<file path="src/rtl/load_store_unit.sv">
// Single-outstanding load/store stage that maps byte/half/word requests onto a 4-lane little-endian word memory.
// Optional build macro LSU_MISALIGNED_SPLIT_EN splits misaligned half/word accesses into two word accesses.
module load_store_unit #(
  parameter int MEM_LATENCY = 1
) (
  input  logic        clk,
  input  logic        rst_b,
  input  logic        halted,
  input  logic        req_valid,
  output logic        req_ready,
  input  logic        req_write,
  input  logic [1:0]  req_size,
  input  logic        req_unsigned,
  input  logic [31:0] req_addr,
  input  logic [31:0] req_wdata,
  output logic        resp_valid,
  output logic        resp_err,
  output logic [31:0] resp_rdata,
  output logic [31:0] mem_addr,
  output logic [31:0] mem_data_in,
  output logic [3:0]  mem_byte_en,
  output logic        mem_write_en,
  input  logic [31:0] mem_data_out
);

  localparam logic [2:0] IDLE  = 3'd0;
  localparam logic [2:0] ISSUE = 3'd1;
  localparam logic [2:0] WAIT  = 3'd2;
  localparam logic [2:0] RESP  = 3'd3;
`ifdef LSU_MISALIGNED_SPLIT_EN
  localparam logic [2:0] ISSUE2 = 3'd4;
  localparam logic [2:0] WAIT2  = 3'd5;
`endif

  logic [2:0]  state;
  logic        write_q;
  logic        unsigned_q;
  logic        err_q;
  logic [1:0]  size_q;
  logic [1:0]  off_q;
  logic [31:0] wdata_q;
  logic [31:0] word_addr;
  logic [31:0] data_lo;
  logic [3:0]  cnt;

  logic        accept;
  logic        misaligned;
  logic        req_err;
  logic [3:0]  size_mask;
  logic [31:0] wdata_masked;
  logic [31:0] load_raw;
  logic [31:0] load_ext;

  assign req_ready  = (state == IDLE) && !halted;
  assign accept     = req_valid && req_ready;
  assign misaligned = (req_size == 2'd1 && req_addr[0]) ||
                      (req_size == 2'd2 && req_addr[1:0] != 2'b00);

  always_comb begin
    size_mask = 4'b0000;
    case (size_q)
      2'd0:    size_mask = 4'b0001;
      2'd1:    size_mask = 4'b0011;
      2'd2:    size_mask = 4'b1111;
      default: size_mask = 4'b0000;
    endcase
  end

  // Drop store bytes beyond the access size so unused lanes read as zero.
  assign wdata_masked = wdata_q & {{8{size_mask[3]}}, {8{size_mask[2]}},
                                   {8{size_mask[1]}}, {8{size_mask[0]}}};

`ifdef LSU_MISALIGNED_SPLIT_EN
  logic        split_q;
  logic [31:0] data_hi;
  logic [7:0]  mask_wide;
  logic [63:0] data_wide;

  assign req_err   = (req_size == 2'd3);
  assign mask_wide = {4'b0000, size_mask} << off_q;
  assign data_wide = {32'b0, wdata_masked} << {off_q, 3'b000};

  always_comb begin
    mem_write_en = 1'b0;
    mem_byte_en  = 4'b0000;
    mem_data_in  = 32'b0;
    if (write_q && state == ISSUE) begin
      mem_write_en = 1'b1;
      mem_byte_en  = mask_wide[3:0];
      mem_data_in  = data_wide[31:0];
    end else if (write_q && state == ISSUE2) begin
      mem_write_en = 1'b1;
      mem_byte_en  = mask_wide[7:4];
      mem_data_in  = data_wide[63:32];
    end
  end

  // Both captured words form a little-endian 8-byte window; the access starts at off.
  assign load_raw = 32'({data_hi, data_lo} >> {off_q, 3'b000});
`else
  assign req_err      = (req_size == 2'd3) || misaligned;
  assign mem_write_en = write_q && (state == ISSUE);
  assign mem_byte_en  = mem_write_en ? (size_mask << off_q) : 4'b0000;
  assign mem_data_in  = mem_write_en ? (wdata_masked << {off_q, 3'b000}) : 32'b0;
  assign load_raw     = data_lo >> {off_q, 3'b000};
`endif

  always_comb begin
    load_ext = load_raw;
    case (size_q)
      2'd0:    load_ext = {{24{!unsigned_q && load_raw[7]}}, load_raw[7:0]};
      2'd1:    load_ext = {{16{!unsigned_q && load_raw[15]}}, load_raw[15:0]};
      default: load_ext = load_raw;
    endcase
  end

  assign resp_valid = (state == RESP);
  assign resp_err   = resp_valid && err_q;
  assign resp_rdata = (resp_valid && !write_q && !err_q) ? load_ext : 32'b0;
  assign mem_addr   = word_addr;

  always_ff @(posedge clk or posedge rst_b) begin
    if (rst_b) begin
      state      <= IDLE;
      write_q    <= 1'b0;
      unsigned_q <= 1'b0;
      err_q      <= 1'b0;
      size_q     <= 2'd0;
      off_q      <= 2'd0;
      wdata_q    <= 32'b0;
      word_addr  <= 32'b0;
      data_lo    <= 32'b0;
      cnt        <= 4'd0;
`ifdef LSU_MISALIGNED_SPLIT_EN
      split_q    <= 1'b0;
      data_hi    <= 32'b0;
`endif
    end else begin
      case (state)
        IDLE: begin
          if (accept) begin
            write_q    <= req_write;
            unsigned_q <= req_unsigned;
            size_q     <= req_size;
            off_q      <= req_addr[1:0];
            wdata_q    <= req_wdata;
            err_q      <= req_err;
`ifdef LSU_MISALIGNED_SPLIT_EN
            split_q    <= misaligned;
`endif
            // Errors leave the memory port untouched, including its address.
            if (req_err) begin
              state <= RESP;
            end else begin
              word_addr <= {req_addr[31:2], 2'b00};
              state     <= ISSUE;
            end
          end
        end
        ISSUE: begin
          if (write_q) begin
`ifdef LSU_MISALIGNED_SPLIT_EN
            if (split_q) begin
              word_addr <= word_addr + 32'd4;
              state     <= ISSUE2;
            end else begin
              state <= RESP;
            end
`else
            state <= RESP;
`endif
          end else begin
            cnt   <= 4'(MEM_LATENCY - 1);
            state <= WAIT;
          end
        end
        WAIT: begin
          if (cnt == 4'd0) begin
            data_lo <= mem_data_out;
`ifdef LSU_MISALIGNED_SPLIT_EN
            if (split_q) begin
              word_addr <= word_addr + 32'd4;
              state     <= ISSUE2;
            end else begin
              state <= RESP;
            end
`else
            state <= RESP;
`endif
          end else begin
            cnt <= cnt - 4'd1;
          end
        end
`ifdef LSU_MISALIGNED_SPLIT_EN
        ISSUE2: begin
          if (write_q) begin
            state <= RESP;
          end else begin
            cnt   <= 4'(MEM_LATENCY - 1);
            state <= WAIT2;
          end
        end
        WAIT2: begin
          if (cnt == 4'd0) begin
            data_hi <= mem_data_out;
            state   <= RESP;
          end else begin
            cnt <= cnt - 4'd1;
          end
        end
`endif
        RESP:    state <= IDLE;
        default: state <= IDLE;
      endcase
    end
  end

endmodule

</file>
<file path="config.mk">
export PLATFORM = sky130hd
export DESIGN_NAME = load_store_unit
export DESIGN_NICKNAME = d
export VERILOG_FILES = /design/src/rtl/load_store_unit.sv
export SDC_FILE = /design/constraint.sdc
export NUM_CORES = 1
export LEC_CHECK = 0
export BUFFER_PORTS_ARGS = -buffer_cell sky130_fd_sc_hd__clkbuf_2
export CAP_MARGIN = 20
export CORE_ASPECT_RATIO = 0.7
export CORE_MARGIN = 4
export CORE_UTILIZATION = 34
export DETAILED_ROUTE_END_ITERATION = 10
export HOLD_SLACK_MARGIN = 0.06
export PLACE_DENSITY_LB_ADDON = 0.05
export SLEW_MARGIN = 20
export SYNTH_ARGS = -nofsm -noshare
export SYNTH_HDL_FRONTEND = slang
export SYNTH_SLANG_ARGS = --single-unit
</file>
<file path="constraint.sdc">
create_clock -name clk -period 5.5 [get_ports clk]
set_clock_uncertainty 0.05 [all_clocks]
set_input_delay 1.1 -clock clk [delete_from_list [all_inputs] [get_ports clk]]
set_output_delay 1.1 -clock clk [all_outputs]
set_load 0.02 [all_outputs]
</file>
* Word-level counts from Yosys, hierarchy flattened
Index checks and enable logic that the tools add are counted.
Operators by class: add/subtract/negate cells 1, multipliers 0, equality and inequality tests 12, magnitude comparators 0, bitwise operators 2, reductions and logical operators 26, div/mod/pow operators 0, shifts and indexed selects 3, multiplexer cells 13
Operators by type and width (count):
- 32-bit 2-to-1 mux | 2
- 32-bit one-hot mux with 2 select lines | 1
- 32-bit AND | 1
- 32-bit by 5-bit left shift with 32-bit output | 1
- 32-bit by 5-bit >> shifter with 32-bit output | 1
- 4-bit 2-to-1 mux | 3
- 4-bit one-hot mux with 3 select lines | 1
- 1-bit logical AND | 10
- 3-bit one-hot mux with 3 select lines | 1
- 2-bit != test (second input constant) | 4
- 4-bit one-hot mux with 2 select lines | 1
- 2-bit equality test (second input constant) | 3
- 3-bit by 2-bit equality test with 1-bit output (second input constant) | 2
- 3-bit 2-to-1 mux | 2
- 2-bit AND reduction | 3
- 3-bit AND reduction | 2
- 2-bit by 1-bit equality test with 1-bit output (second input constant) | 2
- 1-bit zero test | 4
- 4-bit zero test | 1
- 2-bit nonzero test | 2
- 4-bit by 2-bit left shift with 4-bit output | 1
- 4-bit by 1-bit subtractor with 4-bit output (second input constant) | 1
- 3-bit by 1-bit equality test with 1-bit output (second input constant) | 1
- 3-bit zero test | 1
- other kinds (5) | 6
Word-level totals: bits in read-only memories 0, word-level logic and storage cells 67, bits in latches 0, output and inout bits 104, memories kept 0, memory bits (writable) 0, bits in registers 108

* Longest topological paths before layout
Gate-level depths: netlist of run 1.
word-level depth 7, depth in mapped cells 8, mapped depth without buffers 6

* Worst setup path before layout of run 1
No wires, ideal clock.
path type reg-to-output, start point register size_q[0], end point output resp_rdata[21], path slack 2314 ps, data required time 4350 ps, arrival 2036 ps, buffers on the path 1, stages on the path, launching flop included 8, cells stage by stage dfrtp_1 > inv_1 > ha_1 > or3b_1 > o22ai_4 > a311oi_4 > buf_6 > nor3_1
Between the ends: longest elaborated chain between the ends 3, elaborated cells on any way between the ends 4, classes of those cells 1 x eq/ne; 2 x mux; 1 x reduce/logical
RTL lines:
- start, declared | line 39 | logic [1:0] size_q;
- start signal, assigned | line 144 | size_q <= req_size;
- 2-bit by 1-bit equality test with 1-bit output or 2-bit zero test (tied branches) | line 110 | case (size_q)
- 32-bit one-hot mux with 2 select lines (*) | line 110
- 32-bit 2-to-1 mux (*) | line 119 | assign resp_rdata = (resp_valid && !write_q && !err_q) ? load_ext : 32'b0;
- end, declared | line 18 | output logic [31:0] resp_rdata,
Mark *: on every way between the ends. The rest lies on a longest branch, timed or not.

* Worst setup path after layout of run 1
start point register off_q[1], end point output resp_rdata[25]
Between the ends: longest elaborated chain between the ends 4, elaborated cells on any way between the ends 5, classes of those cells 1 x shift; 2 x mux; 2 x reduce/logical
RTL lines:
- start, declared | line 40 | logic [1:0] off_q;
- start signal, assigned | line 145 | off_q <= req_addr[1:0];
- 32-bit by 5-bit >> shifter with 32-bit output (*) | line 105 | assign load_raw = data_lo >> {off_q, 3'b000};
- 1-bit logical AND (on tied branches) | line 112, 111
- 32-bit one-hot mux with 2 select lines (*) | line 110
- 32-bit 2-to-1 mux (*) | line 119
Marks and branches as above.

==> results_dict.tcl, run 1 <==
set metrics [dict create \
    status "finished, final reports clean" \
    p_leak_nw 3.399 \
    crit_chain "nor2b_1 -> o2bb2ai_2 -> a311oi_4 -> nor3_1 -> clkbuf_2" \
    dieArea_um2 19200 \
    required_ns 4.35 \
    num_rows 39 \
    slowest_delay_ns 0.99 \
    utilization_pct 43.88 \
    io_pins 208 \
    min_period_over_period_pct 77.78 \
    overflow 0 \
    rsz0062_at_grt "no" \
    diodes 0 \
    die_h_um 117.2 \
    viasPerCell 4.965 \
    critPathSlowestCell "dfrtp_2" \
    critPathCaptureType "primary output" \
    post_drt_wl_per_cell_um 17.28 \
    yosysTopAreaCell "dfrtp_1" \
    grt_pass1_wl_mm 25.03 \
    postCtsSetupBuffers 0 \
    clk_pin_slew_worst_paths_ns 0.07 \
    start_kind "flop" \
    ys_seq_area_share_pct 46.27 \
    fin_nets 819 \
    synth_top_area_share_pct 46.27 \
    arrival_ns 3.13 \
    htreeDepth 3 \
    grt_pass1_vias 4645 \
    worst-setup-path-type "reg -> out" \
    synth_edf_count 0 \
    post-route-drc-count 0 \
    fin_tns_setup_ns 0 \
    initial_core_util_pct 35.09 \
    synth_area_leaders "dfrtp_1 46%, mux2_2 21%, o2bb2ai_1 3.3%" \
    synth.most_common_cell "dfrtp_1" \
    ctsResizeCount 0 \
    grt_max_degree 69 \
    netlist_area_um2 5787 \
    synthDistinctLibCells 44 \
    power.total_mw 4.310 \
    postRouteAntennaNets 0 \
    fmax_mhz 233.8 \
    synth_seq_cells 107 \
    numCtsBuffers 9 \
    final_layout_size_suffix_gt1_share_pct 48.45 \
    async_flop_share_pct 100.0 \
    area_growth_pct 25.06 \
    synth_top_cells_by_count "107 x dfrtp_1, 106 x mux2_2, 48 x nor2_1" \
    totalWireLength_mm 16.16 \
    clk_latency_ns 0.35 \
    dp_hpwl_mm 12.09 \
    syn_area_per_cell_um2 11.02 \
    fillers 1634 \
    vdd_drop_max_mv 0.2302 \
    first_pass_iters 5 \
    antenna_found_initial 1 \
    grt_usage_pct 16.77 \
    crit_fanout 49 \
    fin_cells 935 \
    fin_crit_ns 4.278 \
    powerDensity_nw_per_um2 595.6 \
    setup_viol_count_final 0 \
    tritoncts "done" \
    holdBufCountCts 0 \
    ys_warn_count 0 \
    hp-class "reg -> reg" \
    fp.dieW_um 163.9 \
    placed_cells 918 \
    max_slew_margin_pct 36.44 \
    cap_violations 0 \
    worst_pin_slew_ns 0.9500 \
    place_congestion 0.8025 \
    pre_cts_ws_ns 1.602 \
    hold_viol 0 \
    via_count 4642 \
    root_buffer "clkbuf_16" \
    max-clock-path-buffers 2 \
    maxSlewViolCount 0 \
    synthesis.instances 525 \
    drt_iter0_markers 315 \
    worst_slack_ns 1.222 \
    core_area_um2 16490 \
    clkSinkCount 107 \
    portBuffers 205 \
    synthFlopType "dfrtp_1" \
]
## where the power goes
part	total (mW)	switching (mW)	internal (mW)
logic	2.09	1.15	0.945
clock network	0.631	0.314	0.317
registers	1.59	0.412	1.17
total	4.31	1.87	2.44
## kinds of logic (layout without fill, tap and decap cells)
| group | Yosys count | count (layout) | synth area share (%) |
|---|---|---|---|
| adder cells (fa/ha/maj) | 10 | 10 | 2.162 |
| XOR/XNOR | 1 | 1 | 0.1514 |
| flip-flops | 107 | 107 | 46.27 |
| other | 1 | 2 | 0.06480 |
| AND/OR/NAND/NOR | 138 | 138 | 11.74 |
| AO/OA/AOI/OAI | 88 | 88 | 11.24 |
| buffers and inverters | 55 | 239 | 4.346 |
| multiplexers | 125 | 125 | 24.02 |
## per-layer routing
layer,vias to the layer above,part of all wire (%),GRT usage (%)
met3,16,8.0,5.705
met2,152,42,24.32
met1,2251,49,24.19
met4,2,1.1,4.078
met5,-,0.080,0
li1,2221,-,-
## worst max-delay path, delay by kind of cell, from the launching register on
family / cells / cell delay [ns]
buf+inv: 1 / 0.20
compound gates: 2 / 1.01
simple gates: 2 / 0.57
flops: 1 / 0.99
## sequential cells by signal, indices dropped and copies added, names as in the netlist
name,flops
err_q,1
data_lo,32
cnt,4
write_q,1
wdata_q,32
unsigned_q,1
off_q,2
state,2
size_q,2
mem_addr,30
## area by class of cell
class	count	area [µm²]	share of cell area, %
clock buffer	10	229.0	3.164
multi-input combinational	364	2864	39.57
timing repair buffer	210	1071	14.80
clock inverter	6	60.06	0.8299
inverter	13	51.30	0.7089
sequential	107	2680	37.03
tap	225	281.5	3.890
## through the flow
step / hold slack [ns] / cell area [µm²]
3_5_place_dp: 0.4419 / 6933
3_3_place_gp: 0.4272 / 6933
2_1_floorplan: 0.4149 / 5791
6_report: 0.4581 / 7237
5_1_grt: 0.4727 / 7237
4_1_cts: 0.4614 / 7222
## placed cells by master, fill, tap and decap left out, types with 2 or more instances in the layout
| master | netlist | layout |
|---|---|---|
| o2bb2ai_1 | 22 | 22 |
| and2_1 | 10 | 10 |
| a21oi_1 | 22 | 22 |
| dfrtp_1 | 107 | 105 |
| mux2_2 | 106 | 106 |
| mux2_1 | 2 | 2 |
| clkbuf_2 | 1 | 205 |
| inv_1 | 13 | 12 |
| nor2b_1 | 20 | 20 |
| o21ai_0 | 4 | 4 |
| clkbuf_16 | 0 | 9 |
| a211oi_1 | 14 | 14 |
| nand3b_1 | 2 | 2 |
| dfrtp_2 | 0 | 2 |
| nand2_1 | 21 | 20 |
| nor3_1 | 17 | 17 |
| nor2_1 | 48 | 48 |
| nand3_1 | 6 | 6 |
| buf_4 | 5 | 4 |
| ha_1 | 10 | 10 |
| a22oi_1 | 9 | 9 |
| mux2i_1 | 16 | 16 |
| clkinvlp_4 | 0 | 2 |
| or2_2 | 3 | 3 |
| a31oi_1 | 9 | 9 |
| nand2b_1 | 4 | 4 |
| or3b_1 | 2 | 2 |
| conb_1 | 1 | 2 |
## worst paths after layout
| check | depth (start not counted) | slack (ns) | start | endpoint |
|---|---|---|---|---|
| worst max-delay path | 5 | 1.22 | off_q[1] | resp_rdata[25] |
| min in group asynchronous | 2 | 0.87 | rst_b | mem_addr[19] |
| worst max register to register | 5 | 3.22 | state[1] | wdata_q[9] |
| max in group asynchronous | 3 | 3.46 | rst_b | off_q[1] |
| worst min-delay path | 1 | 0.46 | data_lo[7] | data_lo[7] |
| worst min register to register | 1 | 0.46 | data_lo[7] | data_lo[7] |
No activity file was read; power rests on OpenSTA's default activity.
==> run 2: changes to the inputs <==
clock period = 3.6 ns   (was 5.5 ns; I/O delays follow)
==> run 2 against run 1 <==
  * Setup slack worse by 0.90 ns
  * Total power grew 54%
  * Largest cell class unchanged
  * Final cell count is 0.86% higher
  * Design area increased by 0.83%
  * Sequential share of layout area decreased by 0.30 points
  * Sequential power up 45%
  * Clock power up 56%
  * Non-clock buffer count up 8
  * Critical path type unchanged
==> results_dict.tcl, run 2 (synthesis gave the netlist of run 1 again) <==
set metrics [dict create \
    tritoncts "done" \
    dieArea_um2 19200 \
    fp.dieW_um 163.9 \
    required_ns 2.83 \
    layout_common_cells "205 x clkbuf_2, 106 x mux2_2, 105 x dfrtp_1" \
    crit_fanout 27 \
    grt_max_degree 58 \
    slowest_delay_ns 0.72 \
    totalWireLength_mm 16.29 \
    hp-class "in -> async" \
    max-clock-path-buffers 2 \
    worst_slack_ns 0.3258 \
    numCtsBuffers 9 \
    die_h_um 117.2 \
    place_congestion 0.8501 \
    worst-path-stages 6 \
    fin_crit_ns 3.274 \
    dp_hpwl_mm 12.35 \
    area_growth_pct 26.10 \
    regToRegSetupSlack_ns 1.25 \
    viasPerCell 4.955 \
    arrival_ns 2.50 \
    clkSinkCount 107 \
    final_layout_size_suffix_gt1_share_pct 49.16 \
    root_buffer "clkbuf_16" \
    antenna_found_initial 0 \
    ctsResizeCount 0 \
    worst_pin_slew_ns 0.9851 \
    critPathSlowestCell "a311oi_4" \
    critPathCapture "resp_rdata[18]" \
    reg2reg_from "state[0]" \
    post-route-drc-count 0 \
    diodes 0 \
    status "finished, final reports clean" \
    utilization_pct 44.24 \
    portBuffers 205 \
    first_pass_iters 4 \
    placed_cell_area_um2 7000 \
    maxSlewViolCount 0 \
    cap_violations 0 \
    postCtsSetupBuffers 0 \
    grt_usage_pct 17.14 \
    cp_top_family "compound AO/OA/AOI/OAI gates" \
    fin_nets 827 \
    drt_iter0_markers 223 \
    final_common_cell "clkbuf_2" \
    start_kind "flop" \
    rr_worst_depth 5 \
    setup_viol_count_final 0 \
    core_area_um2 16490 \
    fmax_mhz 305.4 \
    final_area_um2 7297 \
    crit_start "off_q[1]" \
    fin_tns_setup_ns 0 \
    grt_pass1_vias 4618 \
    post_drt_wl_per_cell_um 17.27 \
    postRouteAntennaNets 0 \
    clk_pin_slew_worst_paths_ns 0.08 \
    crit_chain "buf_4 -> nor2b_1 -> o2bb2ai_2 -> a311oi_4 -> nor3_1 -> clkbuf_2" \
    min_period_over_period_pct 90.95 \
    p_leak_nw 3.443 \
    holdBufCountCts 0 \
    overflow 0 \
    num_rows 39 \
    vdd_drop_max_mv 0.3219 \
    hold_viol 0 \
    hold_ws_ns 0.4112 \
    rsz0062_at_grt "no" \
    placed_cells 927 \
    io_pins 208 \
    initial_core_util_pct 35.09 \
    pre_cts_ws_ns 0.6976 \
    worst-setup-path-type "reg -> out" \
    max_slew_margin_pct 34.09 \
    via_count 4673 \
    critPathCaptureType "primary output" \
    critPathBufInv 2 \
    fin_cells 943 \
    powerDensity_nw_per_um2 910.7 \
    power.total_mw 6.645 \
    clk_latency_ns 0.35 \
    r2r-end "off_q[1]" \
    grt_pass1_wl_mm 25.57 \
    htreeDepth 3 \
]
==> run 2: cell count changes in the layout (fill, tap and decap cells not counted), sizes merged <==
| cell | change |
|---|---|
| buf | +8 |
| clkbuf | -1 |
| clkinv | +1 |
| clkinvlp | -1 |
| inv | +1 |
==> run 2: worst min-delay path by stage <==
| stage | from | cells after the start | end | slack [ns] |
|---|---|---|---|---|
| finish | rst_b | 2 | mem_addr[8] | 0.41 |
| global route | mem_addr[29] | 1 | mem_addr[29] | 0.47 |
| CTS | rst_b | 2 | mem_addr[8] | 0.44 |
| detailed placement | mem_addr[27] | 1 | mem_addr[27] | 0.44 |
| global placement | mem_addr[27] | 1 | mem_addr[27] | 0.42 |
| floorplan | err_q | 2 | err_q | 0.41 |
==> run 2: metal layers <==
layer  wire, µm  part of all wire, %  up-vias  track usage (%)
met5          0                    0        -                0
met4        182                  1.1        0            4.413
met3       1257                  7.7       13            4.935
met2       6788                   42      165            24.37
met1       8055                   49     2244            25.57
li1           -                    -     2251                -
==> run 2: power breakdown <==
part / switching (mW) / internal (mW)
logic: 1.87 / 1.48
clock network: 0.493 / 0.488
registers: 0.517 / 1.79
total: 2.89 / 3.76
==> run 2: area by class of cell <==
| cell class | count | area (µm²) |
|---|---|---|
| Fill cell | 1634 | 9196 |
| Inverter | 13 | 51.30 |
| Tap cell | 225 | 281.5 |
| Clock inverter | 7 | 71.32 |
| Sequential cell | 107 | 2680 |
| Multi-Input combinational cell | 364 | 2864 |
| Timing Repair Buffer | 218 | 1124 |
| Clock buffer | 9 | 225.2 |
